==> config.mk <==
export PLATFORM = sky130hd
export DESIGN_NAME = pc_fetch_unit
export DESIGN_NICKNAME = d
export VERILOG_FILES = /design/src/rtl/pc_fetch_unit.sv
export SDC_FILE = /design/constraint.sdc
export NUM_CORES = 1
export LEC_CHECK = 0
export CAP_MARGIN = 10
export CORE_ASPECT_RATIO = 1.75
export CORE_MARGIN = 2
export CORE_UTILIZATION = 40
export CTS_CLUSTER_DIAMETER = 80
export DETAILED_ROUTE_END_ITERATION = 16
export PLACE_DENSITY = 0.67
export SLEW_MARGIN = 20
export SYNTH_ARGS = -nofsm -noshare
export SYNTH_HDL_FRONTEND = slang
export SYNTH_SLANG_ARGS = --single-unit
==> constraint.sdc <==
create_clock -name clk -period 4.16 [get_ports clk]
set_input_delay 0.624 -clock clk [delete_from_list [all_inputs] [get_ports clk]]
set_output_delay 0.624 -clock clk [all_outputs]
set_load 0.03 [all_outputs]
==> src/rtl/pc_fetch_unit.sv <==
// ============================================================================
//  Module   : pc_fetch_unit
//  Purpose  : Program-counter register and instruction-fetch sequencer with a
//             req/ack memory handshake, in-flight redirect and ack timeout.
//  Revision : 1.0  initial release
// ============================================================================
`default_nettype none

module pc_fetch_unit #(
    parameter logic [31:0] RESET_ADDR = 32'h0000_0000,
    parameter int unsigned INC        = 4,
    parameter int unsigned TIMEOUT    = 16
) (
    input  logic        clk,
    input  logic        rst,
    input  logic [31:0] in_ALU,
    input  logic        S_MXPC,
    input  logic        W_PC,
    input  logic        imem_ack,
    output logic        imem_req,
    output logic [31:0] imem_addr,
    output logic [31:0] out_PC,
    output logic [31:0] out_ADD,
    output logic        instr_valid,
    output logic        fetch_err
);

    localparam int unsigned c_CNT_W = (TIMEOUT > 2) ? $clog2(TIMEOUT) : 1;
    localparam logic [c_CNT_W-1:0] c_CNT_LAST = c_CNT_W'(TIMEOUT - 1);
    localparam logic [c_CNT_W-1:0] c_CNT_ONE  = c_CNT_W'(1);
    localparam logic [31:0]        c_INC      = 32'(INC);

    localparam logic [1:0] S_IDLE  = 2'd0;
    localparam logic [1:0] S_FETCH = 2'd1;
    localparam logic [1:0] S_READY = 2'd2;

    logic [1:0]         r_state,  w_state_nxt;
    logic [31:0]        r_pc,     w_pc_nxt;
    logic [31:0]        r_target, w_target_nxt;
    logic [c_CNT_W-1:0] r_cnt,    w_cnt_nxt;
    logic               r_req,    w_req_nxt;
    logic               r_valid,  w_valid_nxt;
    logic               r_err,    w_err_nxt;
    logic               r_pend,   w_pend_nxt;
    logic [31:0]        w_add;
    logic               w_ack;
    logic               w_flush;

    assign w_add   = r_pc + c_INC;
    // An ack only counts while a request is actually outstanding.
    assign w_ack   = r_req & imem_ack;
    assign w_flush = W_PC & S_MXPC;

    always_ff @(posedge clk or posedge rst) begin
        if (rst) begin
            r_state  <= S_IDLE;
            r_pc     <= RESET_ADDR;
            r_target <= RESET_ADDR;
            r_cnt    <= '0;
            r_req    <= 1'b0;
            r_valid  <= 1'b0;
            r_err    <= 1'b0;
            r_pend   <= 1'b0;
        end else begin
            r_state  <= w_state_nxt;
            r_pc     <= w_pc_nxt;
            r_target <= w_target_nxt;
            r_cnt    <= w_cnt_nxt;
            r_req    <= w_req_nxt;
            r_valid  <= w_valid_nxt;
            r_err    <= w_err_nxt;
            r_pend   <= w_pend_nxt;
        end
    end

    always_comb begin
        w_state_nxt  = r_state;
        w_pc_nxt     = r_pc;
        w_target_nxt = r_target;
        w_cnt_nxt    = r_cnt;
        w_req_nxt    = r_req;
        w_valid_nxt  = r_valid;
        w_err_nxt    = r_err;
        w_pend_nxt   = r_pend;
        case (r_state)
            S_IDLE: begin
                w_state_nxt = S_FETCH;
            end
            S_FETCH: begin
                if (w_flush) begin
                    w_pend_nxt   = 1'b1;
                    w_target_nxt = in_ALU;
                end
                if (!r_req) begin
                    // Issue (or re-issue after a timeout) the request.
                    w_req_nxt = 1'b1;
                    w_cnt_nxt = '0;
                end else if (w_ack) begin
                    w_cnt_nxt = '0;
                    if (w_flush || r_pend) begin
                        // Drop the returned instruction and refetch at the target.
                        w_pc_nxt   = w_flush ? in_ALU : r_target;
                        w_pend_nxt = 1'b0;
                    end else begin
                        w_req_nxt   = 1'b0;
                        w_valid_nxt = 1'b1;
                        w_state_nxt = S_READY;
                    end
                end else if (r_cnt == c_CNT_LAST) begin
                    w_err_nxt = 1'b1;
                    w_req_nxt = 1'b0;
                    w_cnt_nxt = '0;
                end else begin
                    w_cnt_nxt = r_cnt + c_CNT_ONE;
                end
            end
            S_READY: begin
                if (W_PC) begin
                    w_pc_nxt    = S_MXPC ? in_ALU : w_add;
                    w_valid_nxt = 1'b0;
                    w_req_nxt   = 1'b1;
                    w_cnt_nxt   = '0;
                    w_state_nxt = S_FETCH;
                end
            end
            default: begin
                w_state_nxt = S_IDLE;
                w_req_nxt   = 1'b0;
                w_valid_nxt = 1'b0;
            end
        endcase
    end

    assign imem_req    = r_req;
    assign imem_addr   = r_pc;
    assign out_PC      = r_pc;
    assign out_ADD     = w_add;
    assign instr_valid = r_valid;
    assign fetch_err   = r_err;

endmodule

`default_nettype wire

==> impl_metrics.toml <==
[power]
switching_power_uw = 2530
switching_share = 0.465
seqPwrFrac = 0.282
p_int_uw = 2910
power_density_nw_per_um2 = 868
p_clk_frac = 0.140
ir_drop_mv = 0.401
comb_power_share = 0.577
p_leak_uw = 0.00246

[floorplan]
core_um2 = 11600
initial_core_util = 0.412
dieHeight_um = 149
ios = 136
die_x_um = 86.6
rows = 52
die_area_um2 = 12900

[run]
maxCapViolations = 0

[cells_and_area]
seq_area_um2 = 1850
multi_input_comb_area_um2 = 2480
fin_cells = 713
finalNetCount = 616
fill_cells = 1071
drive_gt1_frac = 0.128
syn2layout_area_growth_pct = 31.2
diodes = 0

[route]
drt-initial-drc-count = 309
totalWireLength_um = 13700
vias = 4254
ant_nets = 0
dr.pass1.iters = 5
drc = 0
viasPerCell = 5.97
wl_per_cell_um = 19.2

[timing]
slew_headroom = 0.303
slew_viol_final = 0
rsz0062_at_grt = "no"
worst_slack_ns = 0.496
fin_crit_sh = 0.881
tns_ns = 0
tightest_slew_ns = 1.05
setup_viol = 0
finalHoldViolCount = 0
fmax_ghz = 0.273
fin_crit_ns = 3.66
finalClockSkew_ns = 0.00740

[global_routing]
antenna_found_initial = 0
grtUsageMet2 = 0.388
grt_use_total = 0.218
grt.overflow.total = 0
grt_max_degree = 54
grt_pass1_vias = 4278
grt_pass1_wl_um = 22000
top_usage_layer = "met2"
use_met3 = 0.0305
use_met1 = 0.247

[worst_setup_path]
crit_path_start_kind = "flop"
critPathArrivalTime_ns = 3.04
crit_fanout = 11
endpoint_kind = "output pin"
path_class = "reg -> out"
required_ns = 3.54

[yosys]
synth.most_common_cell = "dfrtp_1"
synth_top_area_cell = "dfrtp_1"
ys_ff_latch = 74
synth_edf_count = 0
syn-num-nets = 534
async_flop_share = 1.00
synth_top_area_frac = 0.388
ys.warnings.count = 0
syn_inst = 492
seq_area_frac_synth = 0.388
netlist_area_um2 = 4780
synth_top_flop_cell = "dfrtp_1"
synth.avg_cell_area_um2 = 9.71
netlist_top_cells_count = "dfrtp_1, nand2_1, buf_4"
synth.distinct_cells = 63
ys_top_cells_by_area = "dfrtp_1, mux2_2, buf_4, a22o_1, xnor2_1"

[run_status]
status = "finished, final reports clean"

[clock_tree]
cts_tree = "built"
htree_levels = 3
clock_latency_ns = 0.34
hold_buffers = 0
clkTransAtPathRegs_ns = 0.06
cts-root-buf = "clkbuf_16"
clock-sinks = 74
cts_resized = 0
cts_buffers = 9
clock_tree.buffer_depth = 2
post_cts_buffers = 0

[placement]
dp_cells = 698
place_ws_ns = 0.749
port_buffers = 135
place.gp.congestion = 0.869
hpwl_um = 9940

[worst_hold_path]
worstHoldPathType = "reg -> reg"
==> layout by cell type (no fill, tap or decap), drive strengths merged, types with 2 or more instances in the layout <==
master / n
clkdlybuf4s50: 135
dfrtp: 74
nand2: 41
mux2: 34
nor2: 24
nand4: 24
o21ai: 20
a22o: 18
xnor2: 18
mux2i: 14
nand3: 14
clkbuf: 12
buf: 11
o211ai: 10
xor2: 10
inv: 10
a222oi: 8
nor3: 8
o2bb2ai: 8
or3: 8
nor4: 8
a21oi: 7
ha: 5
o311ai: 5
a21o: 4
nor2b: 4
and2: 3
a22oi: 3
o31ai: 3
o221ai: 2
a2bb2oi: 2
o22a: 2
nand4b: 2
a21boi: 2
clkinv: 2
a221oi: 2
a221o: 2
or4: 2
==> critical path: stages, from the launching register on <==
cell	delay, ns
dfrtp_1	0.52
nand4_1	0.12
buf_4	0.20
or4_4	0.59
or3_4	0.42
xnor2_1	0.15
clkdlybuf4s50_1	0.70
==> path summary, 6_finish.rpt <==
| path | slack, ns | startpoint | cells past startpoint | end |
|---|---|---|---|---|
| max | 0.50 | imem_addr[6] | 6 | out_ADD[23] |
| min | 0.48 | fetch_err | 1 | fetch_err |
| max reg2reg | 1.50 | r_state[0] | 6 | imem_addr[2] |
| min reg2reg | 0.48 | fetch_err | 1 | fetch_err |
| max in group asynchronous | 2.71 | rst | 3 | r_target[13] |
| min in group asynchronous | 0.75 | rst | 2 | r_target[23] |
==> through the flow <==
step	power (uW)	hold slack, ns	instance area, um^2	utilization
6_report	5440	0.478	6260	0.541
5_1_grt	5730	0.514	6260	0.541
4_1_cts	5470	0.488	6260	0.541
3_5_place_dp	4690	0.461	5980	0.516
3_3_place_gp	4610	0.459	5970	0.516
2_1_floorplan	3650	0.451	4780	-
==> kinds of logic after synthesis <==
family,share of synthesized area
flops,0.388
xor+xnor,0.0513
fa+ha+maj,0.0131
mux,0.110
simple gates,0.159
compound gates,0.182
buf+inv,0.0969
==> cell type report <==
type | instances | area share
multi-input cells | 333 | 0.396
flip-flops and latches | 74 | 0.296
repair buffers | 146 | 0.229
clock buffers | 12 | 0.0393
well taps | 135 | 0.0270
clock inverters | 3 | 0.00639
inverters | 10 | 0.00639
==> flip-flops by register name, summed over array words and instances, names as in the netlist <==
register / count
imem_req: 1
r_pend: 1
r_state: 2
r_cnt: 4
imem_addr: 32
r_target: 32
fetch_err: 1
instr_valid: 1
==> routing by layer <==
layer  wire length, um  part of all wire
met1              5170              0.38
met2              7530              0.55
met3               476             0.035
met4               542             0.040
met5                 0                 0
==> power groups by stage <==
stage,Combinational (uW),Clock [uW],Sequential (uW)
2_1_floorplan,2010,0,1630
3_3_place_gp,3100,0,1510
3_5_place_dp,3150,0,1540
4_1_cts,3160,777,1530
5_1_grt,3320,809,1590
6_report,3140,764,1530
No activity file was read; power rests on OpenSTA's default activity.
